File: config.mk
export PLATFORM = sky130hd
export DESIGN_NAME = multicycle_controller
export DESIGN_NICKNAME = d
export VERILOG_FILES = /design/src/rtl/multicycle_controller_pkg.sv /design/src/rtl/multicycle_controller_alu_decoder.sv /design/src/rtl/multicycle_controller.sv
export SDC_FILE = /design/constraint.sdc
export NUM_CORES = 1
export LEC_CHECK = 0
export BUFFER_PORTS_ARGS = -buffer_cell sky130_fd_sc_hd__buf_2
export CORE_MARGIN = 10
export CORE_UTILIZATION = 48
export CTS_CLUSTER_DIAMETER = 150
export DETAILED_ROUTE_END_ITERATION = 8
export PLACE_DENSITY = 0.8
export SLEW_MARGIN = 20
export SYNTH_ARGS = -nofsm -noshare
export SYNTH_HDL_FRONTEND = slang
export SYNTH_HIERARCHICAL = 1
export SYNTH_SLANG_ARGS = --single-unit
File: constraint.sdc
create_clock -name clk -period 3.8 [get_ports clk]
set_clock_uncertainty 0.15 [all_clocks]
set_input_delay 0.76 -clock clk [delete_from_list [all_inputs] [get_ports clk]]
set_output_delay 0.76 -clock clk [all_outputs]
set_load 0.02 [all_outputs]
File: src/rtl/multicycle_controller_pkg.sv
// riscv_mc_pkg: shared types and encodings for the multicycle RV32I controller.
package riscv_mc_pkg;
    typedef enum logic [3:0] {
        S_FETCH, S_DECODE, S_MEMADR, S_MEMREAD, S_MEMWB, S_MEMWRITE,
        S_EXECR, S_EXECI, S_ALUWB, S_BRANCH, S_JAL, S_TRAP
    } state_t;

    typedef enum logic [1:0] {ALUOP_ADD = 2'b00, ALUOP_SUB = 2'b01, ALUOP_FUNCT = 2'b10} alu_op_t;

    localparam logic [6:0] OP_LW  = 7'b0000011;
    localparam logic [6:0] OP_SW  = 7'b0100011;
    localparam logic [6:0] OP_R   = 7'b0110011;
    localparam logic [6:0] OP_I   = 7'b0010011;
    localparam logic [6:0] OP_BR  = 7'b1100011;
    localparam logic [6:0] OP_JAL = 7'b1101111;

    localparam logic [2:0] ALU_ADD = 3'b000;
    localparam logic [2:0] ALU_SUB = 3'b001;
    localparam logic [2:0] ALU_AND = 3'b010;
    localparam logic [2:0] ALU_OR  = 3'b011;
    localparam logic [2:0] ALU_SLT = 3'b101;

    localparam logic [1:0] IMM_I = 2'b00;
    localparam logic [1:0] IMM_S = 2'b01;
    localparam logic [1:0] IMM_B = 2'b10;
    localparam logic [1:0] IMM_J = 2'b11;
endpackage

File: src/rtl/multicycle_controller_alu_decoder.sv
// mc_alu_decoder: maps ALUOp and funct fields to ALUControl, flagging unsupported funct3.
module mc_alu_decoder
    import riscv_mc_pkg::*;
(
    input  alu_op_t    alu_op,
    input  logic [2:0] funct3,
    input  logic       op5,
    input  logic       funct7b5,
    output logic [2:0] alu_control,
    output logic       illegal
);
    always_comb begin
        alu_control = ALU_ADD;
        illegal     = 1'b0;
        if (alu_op == ALUOP_SUB)
            alu_control = ALU_SUB;
        else if (alu_op == ALUOP_FUNCT)
            case (funct3)
                3'b000:  alu_control = (op5 & funct7b5) ? ALU_SUB : ALU_ADD;
                3'b010:  alu_control = ALU_SLT;
                3'b110:  alu_control = ALU_OR;
                3'b111:  alu_control = ALU_AND;
                default: illegal = 1'b1;
            endcase
    end
endmodule

File: src/rtl/multicycle_controller.sv
// multicycle_controller: main FSM sequencing the shared-memory multicycle RV32I datapath.
module multicycle_controller
    import riscv_mc_pkg::*;
#(
    parameter bit MEM_HANDSHAKE = 1'b1
) (
    input  logic       clk,
    input  logic       reset,
    input  logic [6:0] op,
    input  logic [2:0] funct3,
    input  logic       funct7b5,
    input  logic       Zero,
    input  logic       mem_ready,
    output logic       PCWrite,
    output logic       AdrSrc,
    output logic       MemWrite,
    output logic       IRWrite,
    output logic       RegWrite,
    output logic [1:0] ResultSrc,
    output logic [1:0] ALUSrcA,
    output logic [1:0] ALUSrcB,
    output logic [1:0] ImmSrc,
    output logic [2:0] ALUControl,
    output logic       instr_done,
    output logic       trap
);
    state_t  state, state_next;
    alu_op_t alu_op;
    logic    illegal, ready;
    logic    pc_write, mem_write, ir_write, reg_write, done;

    assign ready = MEM_HANDSHAKE ? mem_ready : 1'b1;

    mc_alu_decoder u_alu_dec (
        .alu_op      (alu_op),
        .funct3      (funct3),
        .op5         (op[5]),
        .funct7b5    (funct7b5),
        .alu_control (ALUControl),
        .illegal     (illegal)
    );

    always_ff @(posedge clk or negedge reset)
        if (!reset) state <= S_FETCH;
        else        state <= state_next;

    always_comb begin
        state_next = state;
        AdrSrc     = 1'b0;
        ResultSrc  = 2'b00;
        ALUSrcA    = 2'b00;
        ALUSrcB    = 2'b00;
        alu_op     = ALUOP_ADD;
        pc_write   = 1'b0;
        mem_write  = 1'b0;
        ir_write   = 1'b0;
        reg_write  = 1'b0;
        done       = 1'b0;
        trap       = 1'b0;
        case (state)
            S_FETCH: begin
                ALUSrcB    = 2'b10;
                ResultSrc  = 2'b10;
                ir_write   = ready;
                pc_write   = ready;
                state_next = ready ? S_DECODE : S_FETCH;
            end
            S_DECODE: begin
                ALUSrcA    = 2'b01;
                ALUSrcB    = 2'b01;
                state_next = (op == OP_LW || op == OP_SW) ? S_MEMADR :
                             (op == OP_R)   ? S_EXECR  :
                             (op == OP_I)   ? S_EXECI  :
                             (op == OP_BR)  ? S_BRANCH :
                             (op == OP_JAL) ? S_JAL    : S_TRAP;
            end
            S_MEMADR: begin
                ALUSrcA    = 2'b10;
                ALUSrcB    = 2'b01;
                state_next = (op == OP_LW) ? S_MEMREAD : S_MEMWRITE;
            end
            S_MEMREAD: begin
                AdrSrc     = 1'b1;
                state_next = ready ? S_MEMWB : S_MEMREAD;
            end
            S_MEMWB: begin
                ResultSrc  = 2'b01;
                reg_write  = 1'b1;
                done       = 1'b1;
                state_next = S_FETCH;
            end
            S_MEMWRITE: begin
                AdrSrc     = 1'b1;
                mem_write  = 1'b1;
                done       = ready;
                state_next = ready ? S_FETCH : S_MEMWRITE;
            end
            S_EXECR, S_EXECI: begin
                ALUSrcA    = 2'b10;
                ALUSrcB    = (state == S_EXECI) ? 2'b01 : 2'b00;
                alu_op     = ALUOP_FUNCT;
                state_next = illegal ? S_TRAP : S_ALUWB;
            end
            S_ALUWB: begin
                reg_write  = 1'b1;
                done       = 1'b1;
                state_next = S_FETCH;
            end
            S_BRANCH: begin
                // funct3[0] distinguishes bne from beq
                ALUSrcA    = 2'b10;
                alu_op     = ALUOP_SUB;
                pc_write   = Zero ^ funct3[0];
                done       = 1'b1;
                state_next = S_FETCH;
            end
            S_JAL: begin
                ALUSrcA    = 2'b01;
                ALUSrcB    = 2'b10;
                pc_write   = 1'b1;
                state_next = S_ALUWB;
            end
            S_TRAP: trap = 1'b1;
            default: state_next = S_FETCH;
        endcase
    end

    assign ImmSrc = (op == OP_SW)  ? IMM_S :
                    (op == OP_BR)  ? IMM_B :
                    (op == OP_JAL) ? IMM_J : IMM_I;

    // Enables are forced low while reset is held so no partial writes escape.
    assign PCWrite    = reset & pc_write;
    assign MemWrite   = reset & mem_write;
    assign IRWrite    = reset & ir_write;
    assign RegWrite   = reset & reg_write;
    assign instr_done = reset & done;
endmodule

# ---- Yosys cells after proc, flatten, opt, wreduce, memory -nomap -nowiden
# Cells that the tools add are included.
dict set report totals {
  reg_bits 4
  in_bits 15
  out_inout_bits 18
  wordCells 75
}
dict set report classes {
  n_eq_ne 22
  mux 33
  n_bitwise 7
  reduce_logical 12
}
# op count
set ops {}
lappend ops {{$pmux 4 s8} 1}
lappend ops {{$eq 4x3->1 const B} 4}
lappend ops {{$eq 4x4->1 const B} 4}
lappend ops {{$mux 3} 5}
lappend ops {{$eq 7x6->1 const B} 2}
lappend ops {{$eq 7x7->1 const B} 2}
lappend ops {{$mux 1} 12}
lappend ops {{$mux 4} 3}
lappend ops {{$pmux 2 s2} 3}
lappend ops {{$pmux 3 s4} 1}
lappend ops {{$reduce_or 2->1} 6}
lappend ops {{$mux 2} 5}
lappend ops {{$eq 4x2->1 const B} 2}
lappend ops {{$reduce_or 4->1} 2}
lappend ops {{$eq 7x2->1 const B} 1}
lappend ops {{$eq 7x5->1 const B} 1}
lappend ops {{$and 1x1->1} 6}
lappend ops {{$eq 3x3->1 const B} 2}
lappend ops {{$pmux 2 s3} 1}
lappend ops {{$eq 4x1->1 const B} 1}
lappend ops {{$logic_not 4->1} 1}
lappend ops {{$eq 3x2->1 const B} 1}
lappend ops {{$logic_not 3->1} 1}
lappend ops {{$pmux 1 s3} 1}
lappend ops {{other kinds (6)} 6}

# ---- Longest topological paths before layout
dict set report depth {
  word_depth 8
  ltp_mapped 9
}

# ---- Hierarchy
# Netlist, hierarchy kept.
# mod instances cells_each area_each_um2 seq_area_each_um2
set modules_own_cells {}
lappend modules_own_cells {multicycle_controller 1 84 580.6 100.1}
lappend modules_own_cells {mc_alu_decoder 1 12 77.6 0.0}

# ---- Worst setup path before layout
# OpenSTA, ideal clock, no wires.
dict set report synth_timing {
  path_kind {register to output}
  start {register state[1]}
  end {output port ALUControl[0]}
  arrival_ns 1.675
  required_ns 2.890
  path_slack_ns 1.215
  stages_incl_launch_ff 7
  path_buffers 2
  path_cell_list {dfrtp_1 clkbuf_1 buf_2 and2_1 nand2b_4 or2_4 o22ai_1}
}
dict set report synth_between {
  elab_chain_len 6
}
# item line
set synth_rtl {}
lappend synth_rtl {{start: declaration} multicycle_controller.sv:27} ;# state_t state, state_next;
lappend synth_rtl {{start signal: assignment} multicycle_controller.sv:45} ;# else state <= state_next;
lappend synth_rtl {{$eq 4x3->1} multicycle_controller.sv:60} ;# case (state)
lappend synth_rtl {{$reduce_or 2->1} multicycle_controller.sv:60}
lappend synth_rtl {{$pmux 2 s2 *} multicycle_controller.sv:60}
lappend synth_rtl {{via alu_op[1]} multicycle_controller.sv:28} ;# alu_op_t alu_op;
lappend synth_rtl {{$eq 2x2->1} multicycle_controller_alu_decoder.sv:17} ;# else if (alu_op == ALUOP_FUNCT)
lappend synth_rtl {{$mux 3} multicycle_controller_alu_decoder.sv:17}
lappend synth_rtl {{$mux 3 *} multicycle_controller_alu_decoder.sv:15} ;# if (alu_op == ALUOP_SUB)
lappend synth_rtl {{end: declaration} multicycle_controller.sv:23} ;# output logic [2:0] ALUControl,
# Mark *: on every way through the listed nets, which the timed path passes. The rest lies on a longest branch.

# ---- Worst setup path after layout
dict set report layout_timing {
  start {register state[2]}
  end {output port ALUControl[2]}
}
# The elaborated chain is that of the path after synthesis.

==> run_results.csv <==
group,metric,value,unit
clock_network,h-tree-depth,1,
worst_setup_path,reg2reg_slack,1.53,ns
placement,place_congestion,0.857,
worst_setup_path,slowest_stage,"dfrtp_1",
clock_network,cts-root-buf,"clkbuf_4",
sta,setup_ws,0.777,ns
synthesis,dominantRegCellSynth,"dfrtp_1",
routing,vias_per_cell,5.76,
routing,dr.pass1.iters,4,
clock_network,cts_buffers,3,
sta,tns,0,ns
worst_setup_path,crit_buf_inv,1,
final_layout,nNetsFinal,142,
sta,relSlewSlack,0.606,
final_layout,seq_area,100,µm²
global_routing,grt.total_usage,0.114,
sta,setup_viol,0,
worst_setup_path,critPathArrivalTime,2.11,ns
job,drv_cap,0,
worst_setup_path,cp_data_required_time,2.89,ns
sta,max_freq,0.331,GHz
die,die_w,57.0,µm
die,core-area,1300,µm²
global_routing,grt_first_pass_wirelength,3230,µm
worst_setup_path,ff2ff_path_depth,8,
global_routing,overflow,0,
sta,final_max_slew_viol_count,0,
clock_network,holdBufCountCts,0,
routing,drc,0,
clock_network,clkSinkCount,4,
worst_setup_path,worst-path-stages,6,
worst_setup_path,path_delay_family,"simple AND/OR/NAND/NOR gates",
synthesis,synth_cell_types,41,
synthesis,synth_area_leaders,"dfrtp_1 15%, a21oi_1 5.3%, o21ai_0 5.3%",
die,die_area,3250,µm²
synthesis,synth_edf_count,0,
final_layout,multi_input_area,504,µm²
synthesis,syn_area,658,µm²
synthesis,synth_cells,96,
die,die_y,57.0,µm
clock_network,cts.path.max_buffers,2,
placement,numPortBuffers,32,
synthesis,async_flop_share,1.00,
worst_setup_path,cp-end-kind,"primary output",
synthesis,synth_area_per_cell,6.86,µm²
sta,rsz0062_at_grt,"false",
routing,drtAntennaViolNets,0,
power,leakage,0.386,nW
routing,drt_wl_total,1920,µm
worst_setup_path,worstPathCellList,"nor2b_1 -> and2_1 -> nand2b_4 -> or2_4 -> nor3b_2 -> buf_2",
placement,place_ws,1.05,ns
sta,layout_min_cycle_time,3.02,ns
synthesis,ys_seq_elements,4,
global_routing,grt_pass1_vias,782,
worst_setup_path,rr_startpoint,"state[1]",
final_layout,largest_register_ffs,4,
global_routing,antenna_found_initial,0,
routing,routedWlPerCell,13.7,µm
synthesis,synth_largest_area_cell,"dfrtp_1",
die,ios,33,
die,fp-row-count,13,
clock_network,post_cts_resize_count,0,
worst_setup_path,critPathMaxStageDelay,0.70,ns
clock_network,cts_setup_buffers,0,
hold_path,hp-class,"input pin to asynchronous set/reset pin",
global_routing,grt_max_degree,23,
final_layout,regMostFlops,"state",
clock_network,cts_tree,"built",
final_layout,syn_to_final_growth,25.9,%
final_layout,reg.largest.list,"state x4",
placement,dp_hpwl,1530,µm
synthesis,yosys_warnings,6,
final_layout,final_layout_size_suffix_gt1_frac,0.328,
routing,via_count,807,
synthesis,syn-num-nets,111,
worst_setup_path,startpoint,"state[2]",
die,start_util,0.506,
sta,finalHoldViolCount,0,
sta,period_share,0.795,
routing,drt_iter0_drc,20,
final_layout,diodes,0,
worst_setup_path,path_max_fanout,19,
final_layout,fillers,130,
clock_network,clkTransAtPathRegs,0.04,ns
synthesis,seq_area_frac_synth,0.152,
power,vdd_ir_drop_max,0.000340,V
power,p_per_area,733,nW/µm²
sta,tightest_slew,0.590,ns
clock_network,clk_latency,0.24,ns
worst_setup_path,critPathKind,"flip-flop to primary output",
outcome,run_status,"finished clean",
synthesis,synth_top_area_share,0.152,
worst_setup_path,crit_path_start_kind,"flip-flop",
==> power breakdown <==
group	internal (W)	leakage, nW	switching, W	total, W
combinational	0.000165	0.321	0.000233	0.000398
sequential	0.0000622	0.0510	0.0000923	0.000154
clock	0.0000355	0.0138	0.0000195	0.0000549
total	0.000262	0.386	0.000345	0.000607
==> layout by cell type (no fill, tap or decap), types with 2 or more instances in the layout <==
cell / synthesis / layout
xor2_1: 2 / 2
nor2_1: 7 / 7
a21oi_1: 7 / 7
or2_4: 2 / 2
buf_2: 4 / 32
nor3_1: 6 / 6
o21ai_0: 7 / 7
a31oi_1: 2 / 2
inv_1: 6 / 6
nand2b_1: 4 / 4
nand2_1: 5 / 5
nand3_1: 5 / 5
and2_1: 2 / 2
xnor2_1: 2 / 2
dfrtp_1: 4 / 4
or3_1: 3 / 3
clkbuf_4: 0 / 3
and2_0: 2 / 2
nor2b_1: 3 / 3
==> logic make-up after synthesis <==
| group | share of synthesized area |
|---|---|
| AND/OR/NAND/NOR | 0.464 |
| AO/OA/AOI/OAI | 0.249 |
| buffers and inverters | 0.0817 |
| XOR/XNOR | 0.0532 |
| flip-flops | 0.152 |
==> per-stage QoR <==
stage / area, µm² / std cells / hold slack [ns] / power [W] / util
global placement: 806 / 137 / 0.420 / 0.000542 / 0.619
floorplan: 658 / 96 / 0.314 / 0.000448 / -
CTS: 828 / 140 / 0.171 / 0.000607 / 0.637
finish: 828 / 140 / 0.169 / 0.000607 / 0.637
detailed placement: 806 / 137 / 0.421 / 0.000551 / 0.619
global route: 828 / 140 / 0.167 / 0.000658 / 0.637
==> synthesized netlist by cell type, types with 2 or more instances <==
master	instances
dfrtp_1	4
nor3_1	6
nor2_1	7
buf_2	4
and2_0	2
a31oi_1	2
xnor2_1	2
and2_1	2
xor2_1	2
nand2b_1	4
nand3_1	5
or2_4	2
inv_1	6
nand2_1	5
o21ai_0	7
or3_1	3
a21oi_1	7
nor2b_1	3
==> area by class of cell <==
cell class                 count  area share
sequential                     4       0.121
multi-input combinational     80       0.609
timing repair buffer          32       0.193
tap                           15      0.0227
clock buffer                   3      0.0272
inverter                       6      0.0272
==> final timing paths <==
path,to
max,ALUControl[2]
min,state[2]
max reg2reg,state[0]
min reg2reg,state[2]
max in group asynchronous,state[1]
min in group clk,state[2]
==> routing by layer <==
| layer | vias to the layer above | GRT usage | wire length, µm |
|---|---|---|---|
| met5 | - | 0 | 0 |
| met4 | 0 | 0.0503 | 14 |
| met3 | 2 | 0.0420 | 178 |
| met2 | 41 | 0.188 | 866 |
| met1 | 356 | 0.128 | 864 |
| li1 | 408 | - | - |
Power figures use the tool's default switching activity.
